## src/rtl/pcie_client0_tx_arb.sv

```systemverilog
// Packet-level arbiter sharing the XADM client0 TX port between the completion
// generator (req0) and the posted-write generator (req1); one whole TLP per grant.
module pcie_client0_tx_arb #(
  parameter int unsigned HDR_WD    = 128,
  parameter int unsigned DT_WD     = 64,
  parameter int unsigned CPL_PRIO  = 1,
  parameter int unsigned MAX_BEATS = 512
) (
  input  logic              core_clk,
  input  logic              core_rst_n,

  input  logic              req0_tlp_hv,
  input  logic              req0_tlp_dv,
  input  logic              req0_tlp_eot,
  input  logic [HDR_WD-1:0] req0_header_data,
  input  logic [DT_WD-1:0]  req0_tlp_data,
  input  logic [12:0]       req0_tlp_byte_len,
  output logic              req0_halt_o,

  input  logic              req1_tlp_hv,
  input  logic              req1_tlp_dv,
  input  logic              req1_tlp_eot,
  input  logic [HDR_WD-1:0] req1_header_data,
  input  logic [DT_WD-1:0]  req1_tlp_data,
  input  logic [12:0]       req1_tlp_byte_len,
  output logic              req1_halt_o,

  output logic              client0_tlp_hv_o,
  output logic              client0_tlp_dv_o,
  output logic              client0_tlp_eot_o,
  output logic [HDR_WD-1:0] client0_header_data_o,
  output logic [DT_WD-1:0]  client0_tlp_data_o,
  output logic [12:0]       client0_tlp_byte_len_o,
  input  logic              xadm_client0_halt_i,

  output logic [1:0]        grant_o,
  output logic              timeout_err_o
);

  localparam int unsigned CNT_W = 10;

  typedef enum logic {
    ST_IDLE = 1'b0,
    ST_BUSY = 1'b1
  } state_t;

  state_t             r_state;
  logic [1:0]         r_grant;
  logic               r_rr_last;
  logic [CNT_W-1:0]   r_beat_cnt;
  logic               r_timeout_err;

  logic               w_pick0;
  logic               w_pick1;
  logic               w_dv_acc;
  logic               w_eot_acc;
  logic               w_timeout_hit;
  logic [CNT_W-1:0]   w_cnt_inc;

  // Zero-latency path from the granted source to the core; idle drives all zeros.
  always_comb begin
    client0_tlp_hv_o       = 1'b0;
    client0_tlp_dv_o       = 1'b0;
    client0_tlp_eot_o      = 1'b0;
    client0_header_data_o  = '0;
    client0_tlp_data_o     = '0;
    client0_tlp_byte_len_o = '0;
    req0_halt_o            = 1'b1;
    req1_halt_o            = 1'b1;
    if (r_state == ST_BUSY) begin
      if (r_grant[1]) begin
        client0_tlp_hv_o       = req1_tlp_hv;
        client0_tlp_dv_o       = req1_tlp_dv;
        client0_tlp_eot_o      = req1_tlp_eot;
        client0_header_data_o  = req1_header_data;
        client0_tlp_data_o     = req1_tlp_data;
        client0_tlp_byte_len_o = req1_tlp_byte_len;
        req1_halt_o            = xadm_client0_halt_i;
      end else begin
        client0_tlp_hv_o       = req0_tlp_hv;
        client0_tlp_dv_o       = req0_tlp_dv;
        client0_tlp_eot_o      = req0_tlp_eot;
        client0_header_data_o  = req0_header_data;
        client0_tlp_data_o     = req0_tlp_data;
        client0_tlp_byte_len_o = req0_tlp_byte_len;
        req0_halt_o            = xadm_client0_halt_i;
      end
    end
  end

  // Arbitration: r_rr_last=1 means req1 went last, so req0 wins a tie.
  always_comb begin
    w_pick0 = 1'b0;
    if (CPL_PRIO != 0) begin
      w_pick0 = req0_tlp_hv;
    end else begin
      w_pick0 = req0_tlp_hv & (~req1_tlp_hv | r_rr_last);
    end
    w_pick1 = req1_tlp_hv & ~w_pick0;
  end

  always_comb begin
    w_dv_acc      = client0_tlp_dv_o & ~xadm_client0_halt_i;
    w_eot_acc     = w_dv_acc & client0_tlp_eot_o;
    w_cnt_inc     = (r_beat_cnt == '1) ? r_beat_cnt : r_beat_cnt + CNT_W'(1);
    w_timeout_hit = w_dv_acc & ~client0_tlp_eot_o & (32'(w_cnt_inc) >= MAX_BEATS);
  end

  always_ff @(posedge core_clk) begin
    if (!core_rst_n) begin
      r_state       <= ST_IDLE;
      r_grant       <= 2'b00;
      r_rr_last     <= 1'b1;
      r_beat_cnt    <= '0;
      r_timeout_err <= 1'b0;
    end else begin
      case (r_state)
        ST_IDLE: begin
          if (w_pick0 | w_pick1) begin
            r_grant <= {w_pick1, w_pick0};
            r_state <= ST_BUSY;
          end
        end
        ST_BUSY: begin
          if (w_dv_acc) begin
            r_beat_cnt <= w_cnt_inc;
          end
          if (w_timeout_hit) begin
            r_timeout_err <= 1'b1;
          end
          // Grant is held through halts; only an accepted eot releases it.
          if (w_eot_acc) begin
            r_rr_last  <= r_grant[1];
            r_grant    <= 2'b00;
            r_beat_cnt <= '0;
            r_state    <= ST_IDLE;
          end
        end
        default: r_state <= ST_IDLE;
      endcase
    end
  end

  assign grant_o       = r_grant;
  assign timeout_err_o = r_timeout_err;

endmodule

```

## config.mk

```make
export PLATFORM = sky130hd
export DESIGN_NAME = pcie_client0_tx_arb
export DESIGN_NICKNAME = d
export VERILOG_FILES = /design/src/rtl/pcie_client0_tx_arb.sv
export SDC_FILE = /design/constraint.sdc
export NUM_CORES = 1
export LEC_CHECK = 0
export BUFFER_PORTS_ARGS = -buffer_cell sky130_fd_sc_hd__buf_2
export CORE_AREA = 2 2 245 247
export CTS_CLUSTER_SIZE = 12
export DETAILED_ROUTE_END_ITERATION = 16
export DIE_AREA = 0 0 247 249
export PLACE_DENSITY_LB_ADDON = 0.15
export SYNTH_ARGS = -nofsm -noshare
export SYNTH_HDL_FRONTEND = slang
export SYNTH_SLANG_ARGS = --single-unit
```

## constraint.sdc

```tcl
create_clock -name core_clk -period 2.1 [get_ports core_clk]
set_input_delay 0.21 -clock core_clk [delete_from_list [all_inputs] [get_ports core_clk]]
set_output_delay 0.21 -clock core_clk [all_outputs]
set_load 0.1 [all_outputs]
```

==> impl_metrics.yaml <==
outcome:
  status: "finished clean"
sta:
  fmax_ghz: 0.490
  rsz0062_at_grt: "no"
  slew_headroom_pct: 64.4
  fin_crit_ns: 2.04
  finalSetupViolCount: 0
  fin_worst_skew_ns: 0.00757
  drv_slew: 0
  final_hold_viol_count: 0
  post-route-period-util_pct: 97.2
  worstMarginPinSlew_ns: 0.538
synth:
  synth.top_cell.area_share_pct: 47.1
  netlist_area_mm2: 0.00438
  synth_warnings: 0
  synth_top_area_cell: "mux2i_1"
  async_flop_share_pct: 0
  ys_seq_area_share_pct: 6.40
  syn_inst: 556
  syn_nets: 976
  synth_ff_type: "dfxtp_1"
  synth_area_leaders: "mux2i_1, nor2b_1, dfxtp_1"
  synth.distinct_cells: 40
  ys_ff_latch: 14
  synth_edf_count: 0
  syn_area_per_cell_um2: 7.88
drt:
  drc: 0
  drt-pass1-iter-count: 4
  viasPerCell: 3.32
  top_layer: "met5"
  vias: 6465
  drtIter0Drc: 128
  wl_met2_um: 17800
  ant_nets: 0
  routed_wl_um: 31500
  wl_met1_um: 11300
  wire_per_inst_um: 16.2
  met3RoutedLength_um: 2300
cells_and_area:
  syn_to_final_growth_pct: 206
  final_layout_size_suffix_gt1_share_pct: 75.5
  multi_input_area_mm2: 0.00542
  fin_nets: 1594
  postLayoutCellArea_mm2: 0.0134
  n_fill_cell: 6345
  seqCellArea_um2: 288
  finalNonFillerCells: 1947
critical_path:
  cp-start-kind: "flop"
  worst-setup-path-type: "reg -> out"
  rr_worst_depth: 4
  r2r_slack_ns: 0.38
  crit_required_ns: 1.89
  end_kind: "output pin"
  cp_max_fo: 43
  regToRegEndpoint: "r_beat_cnt[4]"
  worstPathArrival_ns: 1.83
  r2r-start: "grant_o[1]"
clock_tree:
  cts_tree: "yes"
  h-tree-depth: 1
  post_cts_buffers: 0
  clock-sinks: 14
  numCtsBuffers: 3
  cts.reportedPaths.clkPinSlew_ns: 0.05
  clockBufferDepth: 2
  root_buffer: "clkbuf_16"
  insertion_delay_ns: 0.25
  cts_hold_buffers: 0
power_and_ir_drop:
  irDropWorstVdd_v: 0.000205
  leakage_nw: 5.91
  power_density_mw_per_mm2: 450
worst_hold_path:
  holdPathStages: 2
  hold_path_startpoint: "req1_tlp_hv"
  min_path_type: "in -> reg"
  whs_endpoint: "r_state"
placement:
  portBuffers: 631
  dp_hpwl_um: 28300
  gp_congestion: 0.828
  dp.cells: 1942
  placed_area_mm2: 0.0133
grt:
  grt_pass1_vias: 6843
  grt_antenna_before_repair: 2
  grt_max_degree: 51
  grt_pass1_wl_um: 44700
  gr-usage-all-layers_pct: 9.63
  global_route.overflow_total: 0
floorplanning:
  pin_count: 632
  core_area_mm2: 0.0587
  die_x_um: 247
  initial_utilization_pct: 7.46
  dieArea_mm2: 0.0615
  fp.dieH_um: 249
  rows: 89
job:
  maxCapViolCount: 0
-- timing repair --
action,in CTS,in global routing
cloned,0,0
gates resized for setup,1,2
setup endpoints to repair,1,2
-- Yosys cell counts (2+ instances only) --
| cell | number |
|---|---|
| buf_2 | 25 |
| o31ai_1 | 3 |
| o21ai_0 | 3 |
| a32o_1 | 2 |
| or4_1 | 4 |
| inv_1 | 2 |
| mux2_2 | 2 |
| nor3_1 | 4 |
| o21bai_1 | 2 |
| a22o_1 | 3 |
| nand3_1 | 6 |
| nand4_1 | 5 |
| dfxtp_1 | 14 |
| nand2_1 | 7 |
| nor2b_1 | 206 |
| nand2b_1 | 3 |
| mux2i_1 | 206 |
| clkbuf_1 | 26 |
| o211a_1 | 2 |
| nor2_1 | 4 |
| a21oi_1 | 8 |
-- worst max-delay path, stage by stage, from the launching register on --
cell	delay, ns
dfxtp_4	0.47
buf_12	0.32
mux2i_1	0.48
nor2b_4	0.08
buf_12	0.18
-- per-stage QoR --
stage	total power (W)	worst slack [ns]	hold WS (ns)	setup TNS, ns	utilization (%)
after CTS	0.00611	0.000536	0.273	0	22.8
after floorplan	0.00365	-0.280	0.355	-0.280	-
after global routing	0.00623	0.00497	0.270	0	22.8
after global placement	0.00568	0.284	0.464	0	22.6
final	0.00603	0.0593	0.277	0	22.8
after detailed placement	0.00567	0.241	0.464	0	22.6
-- layout make-up --
type / count / share of cell area [%]
repair buffers: 664 / 49.4
multi-input cells: 488 / 40.5
well taps: 773 / 7.22
flip-flops and latches: 14 / 2.15
clock buffers: 4 / 0.663
inverters: 3 / 0.0841
diodes: 1 / 0.0187
-- where the power goes --
part           internal (W)  total, W  switching (W)
Sequential         0.000271  0.000283      0.0000121
Clock              0.000290  0.000416       0.000126
Combinational       0.00209   0.00533        0.00324
Total               0.00265   0.00603        0.00338
-- cell families (layout without fill, tap and decap cells) --
logic type / Yosys count / count (layout) / synth area share (%)
AO/OA/AOI/OAI: 30 / 30 / 5.03
flip-flops: 14 / 14 / 6.40
other: 0 / 1 / 0
buffers and inverters: 54 / 671 / 5.34
adder cells (fa/ha/maj): 1 / 1 / 0.286
AND/OR/NAND/NOR: 249 / 249 / 35.4
multiplexers: 208 / 208 / 47.6
-- state kept, by name, indices dropped and copies added, names as in the netlist --
| register | cells |
|---|---|
| grant_o | 2 |
| r_beat_cnt | 10 |
| r_state | 1 |
| timeout_err_o | 1 |
-- placed cells by master, fill, tap and decap left out, types with 5 or more instances in the layout --
master,synthesis,routed
nand3_1,6,6
nand2_1,7,7
nor2b_4,0,205
mux2i_1,206,204
dfxtp_1,14,12
buf_12,0,215
a21oi_1,8,8
buf_4,0,24
nand4_1,5,5
buf_2,25,424
-- layer usage --
layer	global-route usage, %	vias up
met3	2.04	8
li1	-	3166
met2	19.6	309
met4	0.585	2
met5	0	-
met1	10.3	2980
-- how the worst max path moves through the flow --
stage | start | endpoint | slack (ns) | depth (start not counted)
2_1_floorplan | grant_o[1] | client0_tlp_byte_len_o[10] | -0.28 | 6
3_3_place_gp | grant_o[1] | client0_tlp_data_o[27] | 0.28 | 4
3_5_place_dp | grant_o[1] | client0_tlp_byte_len_o[9] | 0.24 | 5
4_1_cts | grant_o[1] | client0_tlp_data_o[27] | 0.0005 | 4
5_1_grt | grant_o[1] | client0_header_data_o[86] | 0.005 | 4
6_report | grant_o[1] | client0_header_data_o[124] | 0.06 | 4
Note: power is estimated with default switching activity, not from simulation.
